File: config.mk
export PLATFORM = sky130hd
export DESIGN_NAME = mac_serial2d_seq
export DESIGN_NICKNAME = d
export VERILOG_FILES = /design/src/rtl/mac_serial2d_pkg.sv /design/src/rtl/mac_serial2d_colgen.sv /design/src/rtl/mac_serial2d_seq.sv
export SDC_FILE = /design/constraint.sdc
export NUM_CORES = 1
export LEC_CHECK = 0
export ABC_AREA = 1
export CAP_MARGIN = 5
export CORE_MARGIN = 8
export CORE_UTILIZATION = 55
export DETAILED_ROUTE_END_ITERATION = 8
export PLACE_DENSITY = 0.81
export SETUP_SLACK_MARGIN = 0.1
export SLEW_MARGIN = 5
export SYNTH_ARGS = -nofsm -noshare
export SYNTH_HDL_FRONTEND = slang
export SYNTH_SLANG_ARGS = --single-unit
File: constraint.sdc
create_clock -name clk_fast -period 13.9 [get_ports clk_fast]
set_clock_uncertainty 0.15 [all_clocks]
set_input_delay 1.39 -clock clk_fast [delete_from_list [all_inputs] [get_ports clk_fast]]
set_output_delay 1.39 -clock clk_fast [all_outputs]
set_load 0.05 [all_outputs]
File: src/rtl/mac_serial2d_pkg.sv
// Shared types and precision decode for the 2D bit-serial MAC sequencer.
package mac_serial2d_pkg;

    localparam logic [3:0] MODE_8X8 = 4'b0000;
    localparam logic [3:0] MODE_4X4 = 4'b0111;
    localparam logic [3:0] MODE_2X2 = 4'b1111;
    localparam logic [3:0] MODE_8X4 = 4'b0001;
    localparam logic [3:0] MODE_8X2 = 4'b0011;

    typedef enum logic [1:0] {IDLE, RUN, DRAIN} seq_state_t;

    typedef struct packed {
        logic [3:0] wa;
        logic [3:0] ww;
    } prec_t;

    // Unknown encodings fall back to full 8x8 precision.
    function automatic prec_t prec_decode(input logic [3:0] mode);
        prec_t p;
        case (mode)
            MODE_4X4: p = '{wa: 4'd4, ww: 4'd4};
            MODE_2X2: p = '{wa: 4'd2, ww: 4'd2};
            MODE_8X4: p = '{wa: 4'd8, ww: 4'd4};
            MODE_8X2: p = '{wa: 4'd8, ww: 4'd2};
            default:  p = '{wa: 4'd8, ww: 4'd8};
        endcase
        return p;
    endfunction

endpackage

File: src/rtl/mac_serial2d_colgen.sv
// Column bounds for partial-product column k: j runs from j_lo to j_hi.
module mac_serial2d_colgen
    import mac_serial2d_pkg::*;
(
    input  logic [3:0] k,
    input  logic [3:0] wa,
    input  logic [3:0] ww,
    output logic [2:0] j_lo,
    output logic [2:0] j_hi
);

    logic [3:0] ww_m1;

    always_comb begin
        ww_m1 = ww - 4'd1;
        j_lo  = (k >= wa) ? 3'(k - wa + 4'd1) : 3'd0;
        j_hi  = (k < ww_m1) ? k[2:0] : ww_m1[2:0];
    end

endmodule

File: src/rtl/mac_serial2d_seq.sv
// Control sequencer walking a[i]*w[j] partial products column by column,
// with back-to-back accepts folding the drain into the next multiply.
module mac_serial2d_seq
    import mac_serial2d_pkg::*;
#(
    parameter int unsigned AW_MAX = 8,
    parameter int unsigned WW_MAX = 8
) (
    input  logic       clk_fast,
    input  logic       rst,
    input  logic [3:0] mode,
    input  logic       in_valid,
    output logic       in_ready,
    output logic [2:0] w_sel,
    output logic [2:0] a_sel,
    output logic       sign_ctr,
    output logic       shift_ctr,
    output logic       rst_mult,
    output logic       slow_tick,
    output logic       busy,
    output logic       done
);

    seq_state_t state_q, state_d;
    logic [3:0] k_q, k_d;
    logic [2:0] j_q, j_d;
    logic [3:0] wa_q, wa_d, ww_q, ww_d;
    logic [2:0] j_hi_q, j_hi_d, j_lo_d;
    logic [2:0] w_sel_q, w_sel_d, a_sel_q, a_sel_d;
    logic       sign_q, sign_d, shift_q, shift_d;
    logic       rst_mult_q, rst_mult_d, busy_q, busy_d, done_q, done_d;
    logic [3:0] last_k_q, last_k_d;
    logic       last_prod, accept, adv_col, j_inc;
    prec_t      dec;

    assign last_k_q  = wa_q + ww_q - 4'd2;
    assign last_prod = (state_q == RUN) && (k_q == last_k_q) && (j_q == j_hi_q);
    assign in_ready  = !rst && ((state_q == IDLE) || last_prod);
    assign accept    = in_valid && in_ready;

    // Bounds are evaluated for the column we are about to enter.
    mac_serial2d_colgen u_colgen (
        .k    (k_d),
        .wa   (wa_d),
        .ww   (ww_d),
        .j_lo (j_lo_d),
        .j_hi (j_hi_d)
    );

    always_comb begin
        dec     = prec_decode(mode);
        state_d = state_q;
        k_d     = k_q;
        wa_d    = wa_q;
        ww_d    = ww_q;
        adv_col = 1'b0;
        j_inc   = 1'b0;
        if (accept) begin
            state_d = RUN;
            k_d     = 4'd0;
            wa_d    = (dec.wa > 4'(AW_MAX)) ? 4'(AW_MAX) : dec.wa;
            ww_d    = (dec.ww > 4'(WW_MAX)) ? 4'(WW_MAX) : dec.ww;
        end else begin
            case (state_q)
                RUN: begin
                    if (last_prod) begin
                        state_d = DRAIN;
                        k_d     = 4'd0;
                    end else if (j_q == j_hi_q) begin
                        k_d     = k_q + 4'd1;
                        adv_col = 1'b1;
                    end else begin
                        j_inc = 1'b1;
                    end
                end
                DRAIN:   state_d = IDLE;
                default: state_d = state_q;
            endcase
        end
    end

    // Outputs are precomputed from the next state so they register in step with it.
    always_comb begin
        j_d = 3'd0;
        if (j_inc) begin
            j_d = j_q + 3'd1;
        end else if (adv_col) begin
            j_d = j_lo_d;
        end
        last_k_d   = wa_d + ww_d - 4'd2;
        w_sel_d    = 3'd0;
        a_sel_d    = 3'd0;
        sign_d     = 1'b0;
        shift_d    = 1'b0;
        rst_mult_d = 1'b0;
        done_d     = 1'b0;
        if (state_d == RUN) begin
            w_sel_d    = j_d;
            a_sel_d    = 3'(k_d - {1'b0, j_d});
            sign_d     = ({1'b0, j_d} == (ww_d - 4'd1));
            shift_d    = (j_d == j_hi_d);
            rst_mult_d = (k_d == 4'd0);
            done_d     = (k_d == last_k_d) && (j_d == j_hi_d);
        end else if (state_d == DRAIN) begin
            rst_mult_d = 1'b1;
        end
        busy_d = (state_d != IDLE);
    end

    always_ff @(posedge clk_fast) begin
        if (rst) begin
            state_q    <= IDLE;
            k_q        <= 4'd0;
            j_q        <= 3'd0;
            wa_q       <= 4'd8;
            ww_q       <= 4'd8;
            j_hi_q     <= 3'd0;
            w_sel_q    <= 3'd0;
            a_sel_q    <= 3'd0;
            sign_q     <= 1'b0;
            shift_q    <= 1'b0;
            rst_mult_q <= 1'b0;
            busy_q     <= 1'b0;
            done_q     <= 1'b0;
        end else begin
            state_q    <= state_d;
            k_q        <= k_d;
            j_q        <= j_d;
            wa_q       <= wa_d;
            ww_q       <= ww_d;
            j_hi_q     <= j_hi_d;
            w_sel_q    <= w_sel_d;
            a_sel_q    <= a_sel_d;
            sign_q     <= sign_d;
            shift_q    <= shift_d;
            rst_mult_q <= rst_mult_d;
            busy_q     <= busy_d;
            done_q     <= done_d;
        end
    end

    assign w_sel     = w_sel_q;
    assign a_sel     = a_sel_q;
    assign sign_ctr  = sign_q;
    assign shift_ctr = shift_q;
    assign rst_mult  = rst_mult_q;
    assign slow_tick = rst_mult_q;
    assign busy      = busy_q;
    assign done      = done_q;

endmodule

---- Yosys cells after proc, flatten, opt, wreduce, memory -nomap -nowiden ----
Cells that the tools add are included.
storage, ports and cells
  bits in latches ......................... 0
  memories ................................ 0
  ROM bits ................................ 0
  register bits ........................... 31
  input bits .............................. 7
  logic and storage cells ................. 78
  RAM bits ................................ 0
operators by class
  bitwise logic cells ..................... 1
  div/mod/pow operators ................... 0
  reductions and logical operators ........ 11
  multipliers ............................. 0
  multiplexer cells ....................... 26
  add/sub/neg operators ................... 10
  shifts and indexed selects .............. 0
  order comparisons ....................... 4
  eq/ne operators ......................... 13
operators with widths
  kind                                                                   count
  4-bit two-way mux                                                      8
  8-bit case mux with 4 select lines                                     1
  3-bit two-way mux                                                      4
  1-bit two-way mux                                                      10
  4-bit adder                                                            2
  4-bit equality test                                                    2
  4-bit greater-than comparator, second input constant                   2
  4-bit by 2-bit subtractor with 4-bit output, second input constant     2
  3-bit by 1-bit adder with 3-bit output, second input constant          2
  3-bit equality test                                                    2
  3-bit subtractor                                                       2
  1-bit logical AND                                                      5
  4-bit by 1-bit adder with 4-bit output, second input constant          1
  2-bit by 1-bit equality test with 1-bit output, second input constant  2
  2-bit equality test, second input constant                             2
  3-bit by 4-bit equality test with 1-bit output                         1
  4-bit by 1-bit equality test with 1-bit output, second input constant  1
  4-bit by 2-bit equality test with 1-bit output, second input constant  1
  4-bit by 3-bit equality test with 1-bit output, second input constant  1
  4-bit equality test, second input constant                             1
  4-bit greater-or-equal comparator                                      1
  4-bit zero test                                                        1
  4-bit < comparator                                                     1
  2-bit two-way mux                                                      2
  8 further kinds                                                        8

---- Depth between registers and ports, before layout ----
  word-level depth ........................ 16
  mapped depth ............................ 30

---- By module ----
A second synthesis with hierarchy kept.
second synthesis, totals
  cells, all modules ...................... 370
  area, all modules ....................... 2479.9 um^2
by module, submodules not included
  module               area an instance (um^2)  times used  cells each
  mac_serial2d_seq     2110.8                   1           309
  mac_serial2d_colgen  369.1                    1           61

---- Least setup slack after synthesis ----
No wires, ideal clock.
  path type ............................... flip-flop to flip-flop
  start ................................... reg wa_q[1]
  end ..................................... reg a_sel_q[2] (netlist: a_sel[2])
  stages on the path, launching flop included .. 26
  setup slack ............................. 9.540 ns
  data required time ...................... 13.635 ns
  setup time .............................. 0.115 ns
  data arrival time ....................... 4.095 ns
  cell sequence ........................... dfxtp_1 -> inv_1 -> ha_1 -> inv_1 -> ha_1 -> inv_1 -> fa_1 -> xnor2_1 -> nor3_2 -> nand3_2 -> nand2_2 -> nand3_4 -> buf_6 -> nand2_1 -> inv_1 -> ha_1 -> nand4_1 -> nand3_1 -> nand3_1 -> o21ai_1 -> ha_1 -> inv_1 -> fa_1 -> xor2_1 -> xnor2_1 -> nor2_1
RTL lines
  item                                             RTL line                   RTL
  from (decl)                                      mac_serial2d_seq.sv:27     logic [3:0] wa_q, wa_d, ww_q, ww_d;
  from (signal assigned)                           mac_serial2d_seq.sv:129    wa_q <= wa_d;
  4-bit adder (*)                                  mac_serial2d_seq.sv:36     assign last_k_q = wa_q + ww_q - 4'd2;
  4-bit by 2-bit subtractor with 4-bit output (*)  mac_serial2d_seq.sv:36
  4-bit equality test (*)                          mac_serial2d_seq.sv:37     assign last_prod = (state_q == RUN) && (k_q == last_k_q) && (j_q == j_hi_q);
  1-bit logical AND (*) (2 in a row)               mac_serial2d_seq.sv:37
  1-bit logical OR                                 mac_serial2d_seq.sv:38     assign in_ready = !rst && ((state_q == IDLE) || last_prod);
  1-bit logical AND                                mac_serial2d_seq.sv:38
  1-bit logical AND                                mac_serial2d_seq.sv:39     assign accept = in_valid && in_ready;
  4-bit two-way mux (*)                            mac_serial2d_seq.sv:58     if (accept) begin
  named net k_d[2]                                 mac_serial2d_seq.sv:25     logic [3:0] k_q, k_d;
  4-bit greater-or-equal comparator (*)            mac_serial2d_colgen.sv:16  j_lo = (k >= wa) ? 3'(k - wa + 4'd1) : 3'd0;
  3-bit two-way mux (*)                            mac_serial2d_colgen.sv:16
  3-bit two-way mux (*)                            mac_serial2d_seq.sv:87     end else if (adv_col) begin
  3-bit two-way mux (*)                            mac_serial2d_seq.sv:85     if (j_inc) begin
  named net j_d[0]                                 mac_serial2d_seq.sv:26     logic [2:0] j_q, j_d;
  3-bit subtractor (*)                             mac_serial2d_seq.sv:99     a_sel_d = 3'(k_d - {1'b0, j_d});
  to (signal assigned)                             mac_serial2d_seq.sv:133    a_sel_q <= a_sel_d;
  to (decl)                                        mac_serial2d_seq.sv:29     logic [2:0] w_sel_q, w_sel_d, a_sel_q, a_sel_d;
The timed path passes the listed nets; every way through them passes the cells marked *.
A chain may end at the register's enable or synchronous reset.

---- Worst setup path after layout ----
  start ................................... in rst
  end ..................................... reg a_sel_q[2] (netlist: a_sel[2])
on the way
  longest elaborated chain between the ends .. 10
RTL lines
  item                                    RTL line                   RTL
  from (decl)                             mac_serial2d_seq.sv:10     input logic rst,
  1-bit zero test (*)                     mac_serial2d_seq.sv:38
  1-bit logical AND (*)                   mac_serial2d_seq.sv:38
  1-bit logical AND (*)                   mac_serial2d_seq.sv:39
  4-bit two-way mux                       mac_serial2d_seq.sv:58
  3-bit subtractor                        mac_serial2d_colgen.sv:16
  3-bit by 1-bit adder with 3-bit output  mac_serial2d_colgen.sv:16
  3-bit two-way mux                       mac_serial2d_colgen.sv:16
  3-bit two-way mux                       mac_serial2d_seq.sv:87
  3-bit two-way mux (*)                   mac_serial2d_seq.sv:85
  named net j_d[0]                        mac_serial2d_seq.sv:26
  3-bit subtractor (*)                    mac_serial2d_seq.sv:99
Marks and branches as above.

==> results.json <==
{
  "numCtsBuffers": 5,
  "postRouteWirelength_um": 4570,
  "nets": 347,
  "holdBufCountCts": 0,
  "grt_pass1_vias": 1792,
  "synth_area_leaders": "dfxtp_1, ha_1, inv_1, nand2_1, nand3_1",
  "r2r_slack_ps": 8970,
  "crit_type": "input port to flip-flop",
  "drive_gt1_share_pct": 7.64,
  "end_kind": "flip-flop",
  "cts_tree": "yes",
  "p_leak_nw": 1.22,
  "synth_nets": 325,
  "setup_viol": 0,
  "start_util_pct": 58.0,
  "avgSynthCellArea_um2": 7.38,
  "hold_path_class": "flip-flop to flip-flop",
  "cts_resized": 0,
  "routedWlPerCell_um": 12.6,
  "synth_area_mm2": 0.00216,
  "fin_setup_tns_ps": 0,
  "num_io_pins": 20,
  "synth_seq_cells": 31,
  "grt_antenna_before_repair": 0,
  "num_rows": 22,
  "pwr-share-comb_pct": 24.6,
  "clock_path_buffers": 2,
  "power.switching_mw": 0.0689,
  "ant_nets": 0,
  "worst_slew_pin_slew_ps": 749,
  "dieArea_mm2": 0.00618,
  "yosys_warnings": 0,
  "cp_max_fo": 21,
  "place_congestion": 0.871,
  "numClockSinks": 31,
  "netlist.area_leader.share_pct": 28.8,
  "antenna_cells": 0,
  "drt-initial-drc-count": 124,
  "clkPwrFrac_pct": 32.8,
  "finalCritPeriodShare_pct": 38.1,
  "clock_latency_ps": 280,
  "final_max_slew_viol_count": 0,
  "status": "finished clean",
  "syn_to_final_growth_pct": 14.5,
  "vias": 1849,
  "firstDrtPassIters": 4,
  "synth.largest_area_cell": "dfxtp_1",
  "place_hpwl_um": 3560,
  "critPathLaunchType": "input port",
  "core_area_mm2": 0.00372,
  "slew_headroom_pct": 49.9,
  "rsz0062_at_grt": "no",
  "final.min_clock_period_ps": 5300,
  "internal-power_mw": 0.150,
  "die_x_um": 78.6,
  "clockRootBuffer": "clkbuf_8",
  "ys_types": 32,
  "setup_ws_ps": 8600,
  "grt_max_degree": 22,
  "hold_violations": 0,
  "cts.clk_slew.worst_paths_ps": 60,
  "post_cts_buffers": 0,
  "gr-usage-all-layers_pct": 15.5,
  "worstPathRequired_ps": 13920,
  "switching_share_pct": 31.4,
  "irDropWorstVdd_mv": 0.0596,
  "cap_violations": 0,
  "overflow": 0,
  "grt_pass1_wl_um": 7750,
  "p_per_area_mw_per_mm2": 88.8,
  "vias_per_cell": 5.11,
  "p_seq_share_pct": 42.6,
  "nFillCells": 318,
  "die_h_um": 78.6,
  "io_buffers": 19,
  "worstPathArrival_ps": 5320,
  "htree_levels": 2,
  "yosysSeqAreaShare_pct": 28.8,
  "syn_inst": 292,
  "dp_slack_ps": 8460,
  "max_freq_mhz": 189,
  "drc": 0
}
## through the flow
stage | std cells | instance area, µm² | total power, mW | hold slack, ps | utilization, %
floorplan | 292 | 2160 | 0.136 | 320 | -
global placement | 355 | 2380 | 0.148 | 361 | 64.0
detailed placement | 355 | 2380 | 0.149 | 381 | 64.0
CTS | 362 | 2470 | 0.220 | 391 | 66.4
global route | 362 | 2470 | 0.231 | 418 | 66.4
finish | 362 | 2470 | 0.219 | 390 | 66.4
## placed cells by master, fill, tap and decap left out, types with 2 or more instances in the layout
| cell type | count |
|---|---|
| a21oi_1 | 8 |
| clkbuf_8 | 6 |
| clkdlybuf4s50_1 | 19 |
| dfxtp_1 | 31 |
| fa_1 | 3 |
| ha_1 | 23 |
| inv_1 | 53 |
| inv_2 | 2 |
| nand2_1 | 53 |
| nand2_2 | 3 |
| nand3_1 | 27 |
| nand3_2 | 2 |
| nand3b_1 | 2 |
| nand4_1 | 4 |
| nor2_1 | 30 |
| nor2_2 | 2 |
| nor2_4 | 2 |
| nor3_1 | 3 |
| o21ai_0 | 5 |
| o21ai_1 | 3 |
| o21bai_1 | 2 |
| xnor2_1 | 11 |
| xor2_1 | 11 |
## layout make-up
cell class	count	area, µm²	share of cell area [%]
Sequential cell	31	621	25.2
Tap cell	48	60.1	2.43
Inverter	55	206	8.37
Multi-Input combinational cell	202	1300	52.8
Clock buffer	6	82.6	3.35
Timing Repair Buffer	19	190	7.71
Clock inverter	1	5.00	0.203
## cell families after synthesis
group                    share of synthesized area (%)
AO/OA/AOI/OAI                                     6.62
flip-flops                                        28.8
buffers and inverters                             10.8
XOR/XNOR                                          9.69
adder cells (fa/ha/maj)                           16.1
AND/OR/NAND/NOR                                   28.0
## power groups by stage
| stage | clock network, mW | logic (mW) | registers [mW] |
|---|---|---|---|
| 6_report | 0.0718 | 0.0540 | 0.0933 |
| 3_5_place_dp | 0 | 0.0537 | 0.0953 |
| 5_1_grt | 0.0772 | 0.0600 | 0.0936 |
| 4_1_cts | 0.0726 | 0.0541 | 0.0933 |
| 2_1_floorplan | 0 | 0.0371 | 0.0991 |
| 3_3_place_gp | 0 | 0.0527 | 0.0952 |
## worst paths after layout
path	depth (start not counted)	to	start
worst max-delay path	17	a_sel[2]	rst
worst min register to register	2	wa_q[0]	wa_q[0]
worst max register to register	25	a_sel[2]	wa_q[1]
worst min-delay path	2	wa_q[0]	wa_q[0]
## state kept, by name, indices dropped and copies added (netlist names), 2 cells and up
name and count:
j_q 3, a_sel 3, state_q 2, ww_q 4, wa_q 4, k_q 4
w_sel 3, j_hi_q 3
## cell usage after synthesis
library cell / instances
inv_1: 53
nand2_1: 53
dfxtp_1: 31
nor2_1: 30
nand3_1: 27
ha_1: 23
xnor2_1: 11
xor2_1: 11
a21oi_1: 8
o21ai_0: 5
nand4_1: 4
fa_1: 3
nand2_2: 3
nor3_1: 3
o21ai_1: 3
clkbuf_1: 2
inv_2: 2
nand3_2: 2
nand3b_1: 2
nor2_2: 2
nor2_4: 2
o21bai_1: 2
a21oi_2: 1
buf_4: 1
buf_6: 1
nand3_4: 1
nor3_2: 1
o211ai_1: 1
o21ai_2: 1
o21ai_4: 1
o22ai_1: 1
xor2_2: 1
## critical path, stage by stage
cell	delay (ps)
clkdlybuf4s50_1	950
inv_1	220
nand3_4	260
inv_2	100
o21bai_1	270
inv_1	130
ha_1	330
nand4_1	100
nand3_1	130
nand3_1	90
o21ai_1	230
ha_1	230
inv_1	50
fa_1	380
xor2_1	190
xnor2_1	190
nor2_1	50
## per-layer routing
| layer | global-route usage [%] | wire (µm) |
|---|---|---|
| met5 | 0 | 0 |
| met4 | 5.00 | 61 |
| met3 | 4.56 | 225 |
| met2 | 25.0 | 2090 |
| met1 | 19.3 | 2190 |
(Power assumes the default switching activity.)
